## src/rtl/uart_tx.sv

```systemverilog
// 8N1 UART transmitter, LSB first, one bit per DIV clocks, valid/ready byte input.
// Optional parity bit between data and stop when UART_TX_PARITY_EN is defined.
module uart_tx #(
  parameter int unsigned DIV        = 10,
  parameter bit          PARITY_ODD = 1'b0
) (
  input  logic       uart_clk,
  input  logic       uart_rst,
  input  logic       in_valid,
  input  logic [7:0] in_data,
  output logic       in_ready,
  output logic       tx_data,
  output logic       busy
);

  localparam int unsigned DW = $clog2(DIV);
  localparam logic [DW-1:0] DIV_LAST = DW'(DIV - 1);
  localparam logic [DW-1:0] STOP_LAST = DW'(DIV - 2);

  typedef enum logic [2:0] {
    S_IDLE,
    S_START,
    S_DATA,
    S_PARITY,
    S_STOP
  } state_e;

  state_e          state_q, state_d;
  logic [DW-1:0]   div_q, div_d;
  logic [2:0]      bit_q, bit_d;
  logic [7:0]      shift_q, shift_d;
  logic            tx_q, tx_d;
  logic            ready_q, ready_d;
  logic            busy_q, busy_d;
  logic            wrap;

`ifdef UART_TX_PARITY_EN
  logic            par_q, par_d;
`else
  logic            unused_parity_odd;
  assign unused_parity_odd = PARITY_ODD;
`endif

  assign wrap = (div_q == DIV_LAST);

  always_comb begin
    state_d = state_q;
    div_d   = wrap ? '0 : div_q + 1'b1;
    bit_d   = bit_q;
    shift_d = shift_q;
    tx_d    = tx_q;
`ifdef UART_TX_PARITY_EN
    par_d   = par_q;
`endif
    case (state_q)
      S_IDLE: begin
        div_d = '0;
        tx_d  = 1'b1;
        if (in_valid && ready_q) begin
          shift_d = in_data;
`ifdef UART_TX_PARITY_EN
          par_d   = (^in_data) ^ PARITY_ODD;
`endif
          tx_d    = 1'b0;
          state_d = S_START;
        end
      end
      S_START: begin
        if (wrap) begin
          state_d = S_DATA;
          bit_d   = '0;
          tx_d    = shift_q[0];
          shift_d = {1'b0, shift_q[7:1]};
        end
      end
      S_DATA: begin
        if (wrap) begin
          if (bit_q == 3'd7) begin
`ifdef UART_TX_PARITY_EN
            state_d = S_PARITY;
            tx_d    = par_q;
`else
            state_d = S_STOP;
            tx_d    = 1'b1;
`endif
          end else begin
            bit_d   = bit_q + 3'd1;
            tx_d    = shift_q[0];
            shift_d = {1'b0, shift_q[7:1]};
          end
        end
      end
      S_PARITY: begin
        if (wrap) begin
          state_d = S_STOP;
          tx_d    = 1'b1;
        end
      end
      S_STOP: begin
        // STOP holds DIV-1 cycles; the stop bit's final cycle is spent in IDLE
        // so a new byte can be accepted there and frames pack at exactly 10*DIV.
        if (div_q == STOP_LAST) begin
          state_d = S_IDLE;
          div_d   = '0;
        end
      end
      default: begin
        state_d = S_IDLE;
        div_d   = '0;
        tx_d    = 1'b1;
      end
    endcase
    ready_d = (state_d == S_IDLE);
    busy_d  = ~ready_d;
  end

  always_ff @(posedge uart_clk) begin
    if (uart_rst) begin
      state_q <= S_IDLE;
      div_q   <= '0;
      bit_q   <= '0;
      shift_q <= '0;
      tx_q    <= 1'b1;
      ready_q <= 1'b1;
      busy_q  <= 1'b0;
`ifdef UART_TX_PARITY_EN
      par_q   <= 1'b0;
`endif
    end else begin
      state_q <= state_d;
      div_q   <= div_d;
      bit_q   <= bit_d;
      shift_q <= shift_d;
      tx_q    <= tx_d;
      ready_q <= ready_d;
      busy_q  <= busy_d;
`ifdef UART_TX_PARITY_EN
      par_q   <= par_d;
`endif
    end
  end

  assign in_ready = ready_q;
  assign tx_data  = tx_q;
  assign busy     = busy_q;

endmodule

```

## config.mk

```make
export PLATFORM = sky130hd
export DESIGN_NAME = uart_tx
export DESIGN_NICKNAME = d
export VERILOG_FILES = /design/src/rtl/uart_tx.sv
export SDC_FILE = /design/constraint.sdc
export NUM_CORES = 1
export LEC_CHECK = 0
export CORE_UTILIZATION = 56
export DETAILED_ROUTE_END_ITERATION = 8
export PLACE_DENSITY = 0.82
export SETUP_SLACK_MARGIN = 0.2
export SLEW_MARGIN = 0
export SYNTH_ARGS = -nofsm -noshare
export SYNTH_HDL_FRONTEND = slang
export SYNTH_SLANG_ARGS = --single-unit
```

## constraint.sdc

```tcl
create_clock -name uart_clk -period 3.7 [get_ports uart_clk]
set_input_delay 1.11 -clock uart_clk [delete_from_list [all_inputs] [get_ports uart_clk]]
set_output_delay 1.11 -clock uart_clk [all_outputs]
set_load 0.05 [all_outputs]
```

==> results of run 1 <==
[kinds of logic after synthesis]
logic type               share of synthesized area (%)
AND/OR/NAND/NOR                                   18.5
AO/OA/AOI/OAI                                     19.7
flip-flops                                        43.0
multiplexers                                      11.4
buffers and inverters                             2.17
XOR/XNOR                                          2.69
adder cells (fa/ha/maj)                           2.56
[report_power, final]
| part | leakage [uW] | switching, uW | internal (uW) |
|---|---|---|---|
| registers | 0.000172 | 11.6 | 241 |
| logic | 0.000199 | 42.0 | 37.8 |
| clock network | 0.0000150 | 67.1 | 42.0 |
[through the flow]
step | area [sq um] | setup slack (ns) | std cells | total power [uW] | hold WS (ns)
after floorplan | 978 | 1.62 | 97 | 311 | 0.432
after global placement | 1110 | 1.02 | 122 | 336 | 0.444
after detailed placement | 1110 | 0.955 | 122 | 338 | 0.448
after CTS | 1140 | 1.10 | 126 | 445 | 0.480
after global routing | 1140 | 1.07 | 126 | 464 | 0.492
final | 1140 | 1.11 | 126 | 442 | 0.479
[layout make-up]
class / instances / area share, %
clock buffers: 4 / 2.31
inverters: 1 / 0.330
multi-input cells: 71 / 47.2
flip-flops and latches: 21 / 37.0
well taps: 16 / 1.76
repair buffers: 13 / 11.4
[cell usage in the layout, fill, tap and decap left out, types with 2 or more instances in the layout]
cell / count
xor2_1: 3
a211oi_1: 7
clkdlybuf4s50_1: 13
nor2_1: 4
a21oi_1: 5
nand2b_1: 5
ha_1: 2
or3b_1: 2
nand3_1: 2
or3_1: 2
o2bb2ai_1: 7
nand2_1: 6
nor3_1: 3
mux2i_1: 10
clkbuf_4: 3
dfxtp_1: 21
[sequential cells by signal, indices dropped and copies added (netlist names)]
name and count:
shift_q 8, bit_q 3, busy 1, in_ready 1, state_q 3, tx_data 1
div_q 4
[how the worst max path moves through the flow]
stage,slack [ns],end,depth (start not counted),startpoint
floorplan,1.62,shift_q[0]$_SDFFE_PP0P_,4,in_valid
global placement,1.02,shift_q[0]$_SDFFE_PP0P_,5,in_valid
detailed placement,0.95,bit_q[2]$_SDFFE_PP0P_,4,uart_rst
CTS,1.10,in_ready,1,in_ready$_SDFF_PP1_
global route,1.07,in_ready,1,in_ready$_SDFF_PP1_
finish,1.11,in_ready,1,in_ready$_SDFF_PP1_
[routing by layer]
layer  track usage, %  vias to the layer above
met2             34.6                        9
met4             7.50                        0
li1                 -                      387
met3             5.00                        2
met5                0                        -
met1             27.7                      347
==> results by group, run 1 <==
Timing
  • Worst-Margin Slew: 0.818 ns
  • Final period util: 70.0%
  • Slew HR: 45.3%
  • RSZ-0062 raised after global routing: no
  • Tmin final: 2.59 ns
  • Fmax: 386 MHz
  • Final Skew: 0.00253 ns
  • Hold Vio Cnt, Final: 0
  • Final setup violation count: 0
  • Setup TNS: 0 ns
  • Fin. max-slew vios: 0

Logic synthesis
  • Synth unique cells: 30
  • Main synth FF type: dfxtp_1
  • Avg Cell Area, Syn: 10.1 sq um
  • Seq/Total Area, Yosys: 43.0%
  • Most frequent cell after synthesis: dfxtp_1
  • Yosys reg bits: 21
  • Synth Warn #: 0
  • Area contributors post-synth: dfxtp_1, mux2i_1, o2bb2ai_1, a211oi_1, nand2b_1
  • Cells after Synth: 97
  • Most frequent cells after synthesis: dfxtp_1, mux2i_1, a211oi_1, o2bb2ai_1, nand2_1
  • Post-Syn Area: 978 sq um
  • Post-synth EDFFs: 0
  • Async S/R FF share, synth: 0%
  • Post-synth top area cell: dfxtp_1
  • Synth top area share: 43.0%
  • Syn_nets: 110

Die
  • Row cnt: 14
  • Die Span X: 43.8 um
  • Total die area: 0.00192 sq mm
  • Io pins: 14
  • Die Y: 43.8 um
  • Core box area: 0.00158 sq mm
  • Starting Density: 62.1%

Global route
  • First-pass GRT wire length: 3030 um
  • Largest net degree at the start of global routing: 17
  • Total track usage: 21.3%
  • Vias in the first global route: 726
  • Aggregate global routing overflow: 0
  • Initial antenna violation count: 0

Run status
  • Failing checks: DRC
  • Status: finished, violations left

Setup path
  • Arr. time, crit path: 1.48 ns
  • Cell family with most CP delay: buffers and inverters
  • Worst r2r src: state_q[0]$_SDFF_PP0_
  • FF-to-FF setup slack: 1.74 ns
  • WS Path Type: reg -> out
  • Worst-path maximum fanout: 3
  • Buffers & Inverters on Critical Path: 1
  • Worst EP required: 2.59 ns
  • Reg-to-reg endpoint: shift_q[6]$_SDFFE_PP0P_
  • CP max stage delay: 0.81 ns
  • Highest-delay cell along the critical path: clkdlybuf4s50_1
  • Kind of end point of the critical path: primary output
  • Worst R2R Path Depth: 4
  • CP Launch Type: flip-flop
  • Worst-path cell chain: clkdlybuf4s50_1

Worst hold path
  • Hold depth: 1
  • Hold path endpoint: shift_q[3]$_SDFFE_PP0P_
  • Hold Crit Class: reg -> reg
  • HP Start: shift_q[3]$_SDFFE_PP0P_

Finish
  • NumNets Final: 124
  • Area of the multi-input gates: 537 sq um
  • Final core occ: 72.1%
  • Reg area: 420 sq um
  • Area growth from synthesis to layout: 16.2%
  • Fillers: 117
  • Diodes inserted: 0
  • Fraction of layout cells with a size suffix above 1: 5.45%

Route
  • Router iterations before antenna repair: 6
  • WL met3: 50 um
  • Vias per cell: 5.91
  • Overall routed net length: 1800 um
  • Post-route ant nets: 0
  • Iter 0 DRT Violations: 11
  • Top Metal Used: met4
  • Routed wl met2: 837 um
  • Post-Route M1 WL: 899 um
  • # DRC: 2
  • Routed via count: 745
  • Drt wl/cell: 14.3 um

Clocking
  • Clk sink count: 21
  • PostCTS Resize Cnt: 0
  • H-tree levels: 1
  • # hold bufs at CTS: 0
  • CTS Root Cell: clkbuf_4
  • Clk slew on worst S/H paths: 0.11 ns
  • Number of post-CTS setup repair buffers: 0
  • Worst-Skew Late Latency: 0.30 ns
  • TritonCTS Buffers: 3
  • Clock tree buffer depth: 2
  • CTS tree: built

Job
  • MaxCap Viol Count: 0

Place
  • Global placement routability congestion: 0.778
  • IO buf count: 13
  • Dpl hpwl: 1310 um

Pwr
  • Leakage power: 0.000385 uW
  • Cell area power density: 388 mW/mm^2
  • Worst vdd ir: 0.284 mV
(Power assumes the default switching activity.)
==> run 2: changes to the inputs <==
--- a/config.mk
+++ b/config.mk
@@ -5,9 +5,9 @@
 export SDC_FILE = /design/constraint.sdc
 export NUM_CORES = 1
 export LEC_CHECK = 0
-export CORE_UTILIZATION = 56
+export CORE_UTILIZATION = 52
 export DETAILED_ROUTE_END_ITERATION = 8
-export PLACE_DENSITY = 0.82
+export PLACE_DENSITY = 0.77
 export SETUP_SLACK_MARGIN = 0.2
 export SLEW_MARGIN = 0
 export SYNTH_ARGS = -nofsm -noshare
==> constraint.sdc (replaced) <==
create_clock -name uart_clk -period 2.45 [get_ports uart_clk]
set_input_delay 0.735 -clock uart_clk [delete_from_list [all_inputs] [get_ports uart_clk]]
set_output_delay 0.735 -clock uart_clk [all_outputs]
set_load 0.05 [all_outputs]
==> results by group, run 2 (same netlist as run 1, synthesis figures left out) <==
Run status
  • Status: finished clean

Setup path
  • Worst EP required: 1.71 ns (-0.88 ns)
  • Cell family with most CP delay: buffers and inverters
  • Arr. time, crit path: 1.41 ns (-0.07 ns)
  • CP max stage delay: 0.79 ns (-0.02 ns)
  • Worst-path maximum fanout: 1 (-2)
  • WS Path Type: reg -> out
  • Kind of end point of the critical path: primary output
  • CP Launch Type: flip-flop
  • Buffers & Inverters on Critical Path: 1 (unchanged)
  • Worst-path cell chain: clkdlybuf4s50_1
  • Highest-delay cell along the critical path: clkdlybuf4s50_1

Finish
  • Finished Layout Cells: 138 (+9.5%)
  • Fillers: 162 (+38%)
  • Top reg by flops: shift_q
  • Most common cell after layout, fill and taps aside: dfxtp_1
  • Area growth from synthesis to layout: 20.2%
  • Max reg flops: 8 (unchanged)
  • NumNets Final: 127 (+2.4%)
  • Most frequent cells in the layout: dfxtp_1, clkdlybuf4s50_1, mux2i_1
  • Diodes inserted: 0 (unchanged)
  • Fraction of layout cells with a size suffix above 1: 7.96% (+2.5 points)
  • Top flop regs: shift_q: 8 flops, div_q: 4 flops

Pwr
  • Cell area power density: 571 mW/mm^2 (+47%)
  • Sw frac: 26.9% (-0.42 points)
  • Worst vdd ir: 0.447 mV (+57%)
  • Leakage power: 0.000408 uW (+5.8%)
  • Reg power frac: 56.8% (-0.4 points)
  • Clock power frac: 24.0% (-0.7 points)
  • Combinational Power Share: 19.2% (+1.1 points)
  • Int Pwr: 490 uW (+53%)
  • Switch Pwr: 181 uW (+50%)

Global route
  • Aggregate global routing overflow: 0 (unchanged)
  • Initial antenna violation count: 0 (unchanged)
  • Largest net degree at the start of global routing: 13 (-4)
  • First-pass GRT wire length: 3050 um (+0.66%)
  • Total track usage: 20.9% (-0.40 points)
  • Vias in the first global route: 748 (+3.0%)

Die
  • Starting Density: 56.1% (-6.0 points)
  • Row cnt: 15 (+1)
  • Total die area: 0.00206 sq mm (+7.3%)
  • Io pins: 14 (unchanged)
  • Die Y: 45.4 um (+3.6%)
  • Core box area: 0.00175 sq mm (+11%)
  • Die Span X: 45.4 um (+3.6%)

Clocking
  • # hold bufs at CTS: 0 (unchanged)
  • PostCTS Resize Cnt: 0 (unchanged)
  • Number of post-CTS setup repair buffers: 0 (unchanged)
  • Clock tree buffer depth: 2 (unchanged)
  • Clk sink count: 21 (unchanged)
  • Worst-Skew Late Latency: 0.30 ns (about the same)
  • Clk slew on worst S/H paths: 0.11 ns (about the same)
  • TritonCTS Buffers: 3 (unchanged)
  • H-tree levels: 1 (unchanged)
  • CTS Root Cell: clkbuf_4
  • CTS tree: built

Timing
  • Fin. max-slew vios: 0 (unchanged)
  • Tmin final: 2.14 ns
  • Fmax: 467 MHz
  • Final period util: 87.5%
  • Final setup violation count: 0 (unchanged)
  • Post-route setup slack: 0.307 ns (-0.804 ns)
  • RSZ-0062 raised after global routing: no
  • Setup TNS: 0 ns (unchanged)
  • Worst-Margin Slew: 0.542 ns (-0.277 ns)
  • Slew HR: 63.6% (+18 points)
  • Final Skew: 0.00416 ns (+0.00164 ns)
  • Hold Vio Cnt, Final: 0 (unchanged)

Route
  • Iter 0 DRT Violations: 6 (-5)
  • Drt wl/cell: 13.0 um (-9.2%)
  • Routed via count: 771 (+3.5%)
  • Vias per cell: 5.59 (-5.5%)
  • Router iterations before antenna repair: 4 (-2)
  • Post-route ant nets: 0 (unchanged)
  • # DRC: 0 (-2)
  • Overall routed net length: 1790 um (-0.50%)

Place
  • IO buf count: 13 (unchanged)
  • Global placement routability congestion: 0.734 (-5.6%)
  • Post-Place Cells: 134 (+9.8%)
  • Dpl hpwl: 1330 um (+1.4%)
  • Worst slack at placement: 0.182 ns (-0.773 ns)

Worst hold path
  • Hold Crit Class: reg -> reg

Job
  • MaxCap Viol Count: 0 (unchanged)
==> run 2: through the flow <==
step | util [%] | power [uW] | hold WS [ns] | cell area [sq um]
after floorplan | - | 470 | 0.432 | 978
after global placement | 65.6 | 514 | 0.445 | 1140
after detailed placement | 65.6 | 519 | 0.454 | 1140
after CTS | 67.1 | 682 | 0.480 | 1170
after global routing | 67.4 | 706 | 0.491 | 1180
final | 67.4 | 671 | 0.476 | 1180
==> run 2: worst paths after layout <==
path / startpoint / endpoint / slack [ns] / cells after the start
max: busy$_SDFF_PP0_ / busy / 0.31 / 1
min: shift_q[4]$_SDFFE_PP0P_ / shift_q[4]$_SDFFE_PP0P_ / 0.48 / 1
max reg2reg: bit_q[0]$_SDFFE_PP0P_ / shift_q[4]$_SDFFE_PP0P_ / 0.66 / 6
min reg2reg: shift_q[4]$_SDFFE_PP0P_ / shift_q[4]$_SDFFE_PP0P_ / 0.48 / 1
==> run 2: final cells by class <==
| cell class | count | area [sq um] | share of cell area (%) |
|---|---|---|---|
| Multi-Input combinational cell | 71 | 537 | 45.6 |
| Sequential cell | 21 | 420 | 35.7 |
| Timing Repair Buffer | 16 | 158 | 13.4 |
| Tap cell | 25 | 31.3 | 2.66 |
| Clock buffer | 4 | 26.3 | 2.23 |
| Inverter | 1 | 3.75 | 0.319 |
==> run 2: power by group through the flow <==
stage	Sequential [uW]	Combinational (uW)	Clock (uW)
after global placement	388	126	0
final	381	129	161
after floorplan	402	67.7	0
after detailed placement	388	130	0
after CTS	381	131	171
after global routing	384	139	183
==> run 2: per-layer routing <==
| metal | share of wire, % | track usage (%) | wire length (um) |
|---|---|---|---|
| met1 | 48 | 26.6 | 861 |
| met3 | 2.8 | 4.76 | 51 |
| met2 | 47 | 32.2 | 848 |
| met5 | 0 | 0 | 0 |
| met4 | 1.6 | 12.7 | 29 |
==> run 2: worst register-to-register path: stages (launching register included) <==
cell and delay (ns):
dfxtp_1 0.34, ha_1 0.19, ha_1 0.19, o21a_1 0.22
a2111oi_2 0.36, nor2_1 0.21, o2bb2ai_1 0.17
